[config.mk]
export PLATFORM = sky130hd
export DESIGN_NAME = ascon_dom_round_scheduler
export DESIGN_NICKNAME = d
export VERILOG_FILES = /design/src/rtl/ascon_dom_pkg.sv /design/src/rtl/ascon_dom_round_scheduler.sv
export SDC_FILE = /design/constraint.sdc
export NUM_CORES = 1
export LEC_CHECK = 0
export BUFFER_PORTS_ARGS = -buffer_cell sky130_fd_sc_hd__buf_2
export CORE_MARGIN = 2
export CORE_UTILIZATION = 46
export DETAILED_ROUTE_END_ITERATION = 12
export MAX_ROUTING_LAYER = met4
export PLACE_DENSITY = 0.78
export REMOVE_ABC_BUFFERS = 1
export SLEW_MARGIN = 10
export SYNTH_ARGS = -nofsm -noshare
export SYNTH_HDL_FRONTEND = slang
export SYNTH_SLANG_ARGS = --single-unit
export TNS_END_PERCENT = 100
[constraint.sdc]
create_clock -name clk -period 1.65 [get_ports clk]
set_input_delay 0.0825 -clock clk [delete_from_list [all_inputs] [get_ports clk]]
set_output_delay 0.0825 -clock clk [all_outputs]
set_load 0.01 [all_outputs]
[src/rtl/ascon_dom_pkg.sv]
// Shared types and constants for the two-share DOM ASCON permutation control path.
package ascon_dom_pkg;

  typedef enum logic [1:0] {
    IDLE  = 2'd0,
    RND_A = 2'd1,
    RND_B = 2'd2,
    DONE  = 2'd3
  } state_t;

  localparam int MAX_ROUNDS = 12;
  localparam int PA_ROUNDS  = 12;
  localparam int PB_ROUNDS  = 6;
  localparam int RAND_W     = 320;

endpackage

[src/rtl/ascon_dom_round_scheduler.sv]
// Round sequencer for the DOM ASCON permutation: issues round-constant indices and
// commit enables, and paces DOM rounds on the PRNG valid/ready handshake.
module ascon_dom_round_scheduler
  import ascon_dom_pkg::*;
#(
  parameter int MAX_ROUNDS = ascon_dom_pkg::MAX_ROUNDS,
  parameter int DOM_PHASES = 2
) (
  input  logic       clk,
  input  logic       rst,
  input  logic       perm_start,
  input  logic [3:0] perm_rounds,
  input  logic       dom_en,
  input  logic       rand_valid,
  output logic       rand_ready,
  output logic [3:0] rcinit,
  output logic       round_en,
  output logic       passthrough_en,
  output logic       dom_phase,
  output logic       busy,
  output logic       perm_done,
  output logic [3:0] round_cnt,
  output logic       err
);

  localparam int PHASE_W = (DOM_PHASES > 1) ? $clog2(DOM_PHASES) : 1;
  localparam logic [3:0] MAX_R = 4'(MAX_ROUNDS);

  state_t     state;
  logic [3:0] rc;
  logic [3:0] remaining;
  logic       dom_q;
  logic       err_q;
  logic       legal;
  logic       in_round;
  logic [PHASE_W-1:0] phase;

  assign legal    = (perm_rounds != 4'd0) && (perm_rounds <= MAX_R);
  assign in_round = (state == RND_A) || (state == RND_B);
  assign phase    = PHASE_W'(state == RND_B);

  always_ff @(posedge clk) begin
    if (rst) begin
      state     <= IDLE;
      rc        <= 4'd0;
      remaining <= 4'd0;
      dom_q     <= 1'b0;
      err_q     <= 1'b0;
    end else begin
      err_q <= 1'b0;
      case (state)
        IDLE: begin
          if (perm_start) begin
            if (legal) begin
              rc        <= MAX_R - perm_rounds;
              remaining <= perm_rounds;
              dom_q     <= dom_en;
              state     <= RND_A;
            end else begin
              err_q <= 1'b1;
            end
          end
        end
        RND_A: begin
          if (!dom_q) begin
            // Unmasked rounds commit every cycle; clear counters after the last one
            // so rc never steps past the final constant.
            if (remaining == 4'd1) begin
              rc        <= 4'd0;
              remaining <= 4'd0;
              state     <= DONE;
            end else begin
              rc        <= rc + 4'd1;
              remaining <= remaining - 4'd1;
            end
          end else if (rand_valid) begin
            state <= RND_B;
          end
        end
        RND_B: begin
          if (remaining == 4'd1) begin
            rc        <= 4'd0;
            remaining <= 4'd0;
            state     <= DONE;
          end else begin
            rc        <= rc + 4'd1;
            remaining <= remaining - 4'd1;
            state     <= RND_A;
          end
        end
        DONE: begin
          dom_q <= 1'b0;
          state <= IDLE;
        end
        default: state <= IDLE;
      endcase
    end
  end

  // The word is taken only in the share-multiply cycle of a masked round.
  assign rand_ready     = (state == RND_A) && dom_q && rand_valid;
  assign round_en       = ((state == RND_A) && !dom_q) || (state == RND_B);
  assign passthrough_en = !in_round;
  assign dom_phase      = phase[0];
  assign busy           = in_round;
  assign perm_done      = (state == DONE);
  assign rcinit         = in_round ? rc : 4'd0;
  assign round_cnt      = in_round ? remaining : 4'd0;
  assign err            = err_q;

endmodule
==> impl.org <==
** Run status
- The run finished with clean final reports.

** Pwr
- Register share of total power :: 0.214
- IR analysis of the VDD net gives a maximum drop of 1.41 mV.
- The analysis attributes to cell leakage a power of 0.567 nW.
- Clock network power share :: 0.097
- Of the total power, the share spent switching nets is 0.438.
- Power per unit of standard cell area :: 2010 nW/um^2
- Share of power burned in combinational logic :: 0.690
- P_sw :: 1.11 mW
- Internal power :: 1.42 mW

** Floorplan
- The core region is 1940 sq um.
- Site row count :: 16
- Num ports :: 24
- The die covers 2400 sq um.
- The floorplan step set the die width to 49.0 um.
- From bottom edge to top edge, the die measures 49.0 um.
- Starting utilization of the core area :: 0.479

** Clock network
- In this run the clock root is driven by a sky130_fd_sc_hd__clkbuf_4.
- Total number of H-tree levels :: 1
- CTS clock-pin slew for the worst setup and hold paths :: 0.08 ns
- Clock tree synthesis inserted a total of 3 buffers.
- Total clock sinks :: 12
- Clock insertion delay at the later pin of the skew report :: 0.28 ns
- Counting along the longest clock path gives a buffer depth of 2.
- Hold-fix buffer count after cts :: 0
- Clock tree from TritonCTS :: built

** Logic synthesis
- Proportion of register bits with asynchronous set or reset after synthesis :: 0
- During synthesis, Yosys emitted a total of 0 warnings.
- Unique masters post-synth :: 36
- Summing every instance area after synthesis gives 930 sq um.
- By area the synthesized netlist is led by sky130_fd_sc_hd__dfxtp_1, sky130_fd_sc_hd__ha_1, sky130_fd_sc_hd__a311oi_1, sky130_fd_sc_hd__a21oi_1, sky130_fd_sc_hd__inv_1.
- Most frequent cell after synthesis :: sky130_fd_sc_hd__dfxtp_1
- Mean post-synth cell area :: 8.61 sq um
- After synthesis the netlist holds a flip-flop and latch count of 12.
- In the synthesized netlist, the cells that appear most often are sky130_fd_sc_hd__dfxtp_1, sky130_fd_sc_hd__a21oi_1, sky130_fd_sc_hd__inv_1, sky130_fd_sc_hd__ha_1, sky130_fd_sc_hd__a311oi_1.
- For this run, the leading register cell type out of synthesis is sky130_fd_sc_hd__dfxtp_1.
- Yosys top cell by area :: sky130_fd_sc_hd__dfxtp_1
- Yosys top cell area share :: 0.258
- The synthesized design contains 0 enable-type register cells.
- Share of the yosys chip area belonging to registers :: 0.258
- After technology mapping, the gate count stands at 108.

** Layout
- The area growth from synthesis to layout is 35.8%.
- Ratio of cells with drive above 1 in the final layout :: 0.424
- Antenna cell count :: 0
- The finished cells cover 1260 sq um.
- # nets final :: 163

** Setup path
- CP Cell Sequence :: inv_2 > ha_4 > or3b_4 > buf_4 > nand3_1 > a311oi_1 > a41o_1
- The worst setup path is launched from a register.
- The worst setup path is captured at a register.
- For this run, the slowest stage of the critical path takes 0.42 ns.
- Data on the critical path arrives at its endpoint at 1.75 ns.
- The worst setup path is of the reg -> reg kind.
- STA puts the critical path data required time at 1.83 ns.
- Maximum fanout count along the critical path :: 4
- The slowest stage of the critical path is the sky130_fd_sc_hd__or3b_4 cell.

** STA
- Number of endpoints with negative hold slack in the final report :: 0
- Static timing analysis puts the maximum clock frequency at 636 MHz.
- For the finished layout, the period the worst path requires is 1.57 ns.
- Count of endpoints failing setup in the final report :: 0
- The clock arrives with 0.00325 ns of skew.
- Slew at the pin closest to its max-slew limit :: 0.313 ns
- Worst-case headroom to the max-slew limit :: 0.791
- The count of final max-slew check failures was 0.
- For the final routed database, the setup TNS stands at 0 ns.
- Setup repair after global routing could not meet its margin everywhere.
- Period Utilization, post-route :: 0.952

** Routing
- Pre-antenna DRT Iters :: 4
- Sum of routed wire length over all layers :: 2460 um
- Overall via count from detail_route :: 977
- After the first detailed-routing iteration, the DRC count stood at 27.
- Final routed DRC violation total :: 0
- In the final routed layout, each cell accounts on average for 14.4 um.
- Vias per inst :: 5.71
- Remaining antenna violation count after routing :: 0

** Placement
- Quantity of I/O buffers inserted on ports :: 23
- HPWL reported at the end of detailed placement :: 1700 um
- In this run the cell area measured after placement is 1120 sq um.
- Placer's final routability congestion estimate :: 0.810

** Global routing
- The number of global-route vias before repair came to 909.
- Global-route wire length before repair :: 4000 um
- In the global route stage, overall resource usage came out at 0.219.
- Initial antenna violation count :: 0
- Maximum number of pins on one net before global-route repair :: 19
- GRT Residual Overflow :: 0

** Run
- Across the run, the number of max-cap violations was 0.

** Min path
- Worst min-delay path class :: in -> reg
[cells in the final DEF (no fill, tap or decap), drive strengths merged, types with 2 or more instances in the layout]
cell / count
a311oi: 7
clkbuf: 4
inv: 11
nand3b: 2
nand2: 3
xnor2: 3
nor2: 6
and3: 2
and2: 5
a21oi: 11
buf: 37
nand3: 5
o31ai: 3
ha: 9
o21ai: 4
a2bb2oi: 3
nor3b: 3
dfxtp: 12
[routing by layer]
metal	GRT usage	share of wire
met1	0.269	0.45
met2	0.358	0.49
met3	0.0337	0.045
met4	0.0857	0.015
met5	-	0
[flip-flops by register name (all words and copies together), names as in the netlist]
name	cells
dom_q	1
err	1
rc	4
remaining	4
state	2
[repair_timing]
item                       CTS  global route
setup endpoints to repair    9            13
gates resized for setup      1            14
pin swaps                    2             4
setup buffers                1             4
gates cloned                 0             1
[stage by stage]
stage,utilization,total power [mW],worst slack (ns),hold WS [ns],std cells
2_1_floorplan,-,1.51,-0.227,0.152,103
3_3_place_gp,0.579,2.01,0.0358,0.374,161
3_5_place_dp,0.579,2.04,0.0193,0.374,161
4_1_cts,0.608,2.36,0.00149,0.0755,166
5_1_grt,0.650,2.74,-0.0239,0.0758,171
6_report,0.650,2.53,0.0788,0.0723,171
[final cells by class]
| class | count | area [sq um] |
|---|---|---|
| well taps | 27 | 33.8 |
| multi-input cells | 80 | 673 |
| repair buffers | 37 | 234 |
| fillers | 186 | 679 |
| clock buffers | 4 | 36.3 |
| flip-flops and latches | 12 | 244 |
| inverters | 11 | 41.3 |
[power groups by stage]
stage / registers, mW / clock network, mW / logic (mW)
after detailed placement: 0.525 / 0 / 1.52
after CTS: 0.521 / 0.245 / 1.60
after global placement: 0.517 / 0 / 1.49
final: 0.541 / 0.245 / 1.75
after global routing: 0.557 / 0.263 / 1.92
after floorplan: 0.510 / 0 / 0.995
[worst paths after layout]
check / start / end / slack, ns / cells past startpoint
setup / recovery: remaining[1]$_SDFFE_PP0P_ / rc[3]$_SDFFE_PP0P_ / 0.08 / 7
hold / removal: perm_start / err$_SDFF_PP0_ / 0.07 / 3
setup reg to reg: remaining[1]$_SDFFE_PP0P_ / rc[3]$_SDFFE_PP0P_ / 0.08 / 7
hold reg to reg: rc[2]$_SDFFE_PP0P_ / rc[2]$_SDFFE_PP0P_ / 0.53 / 2
[cells by family after synthesis]
group / count (synthesis) / share of synthesized area
AOI/OAI and AO/OA: 37 / 0.312
xor gates and xnor gates: 3 / 0.0283
adders and majority gates: 9 / 0.121
buffers and inverters: 16 / 0.0740
DFF: 12 / 0.258
muxes: 1 / 0.0121
and+or+nand+nor: 30 / 0.194
[critical path: cells and delay by family, from the launching register on]
kind	cells	cell delay (ns)
AND/OR/NAND/NOR	2	0.49
flip-flops	1	0.33
AO/OA/AOI/OAI	2	0.30
buffers and inverters	2	0.24
adder cells (fa/ha/maj)	1	0.13
Note: power is estimated with default switching activity, not from simulation.
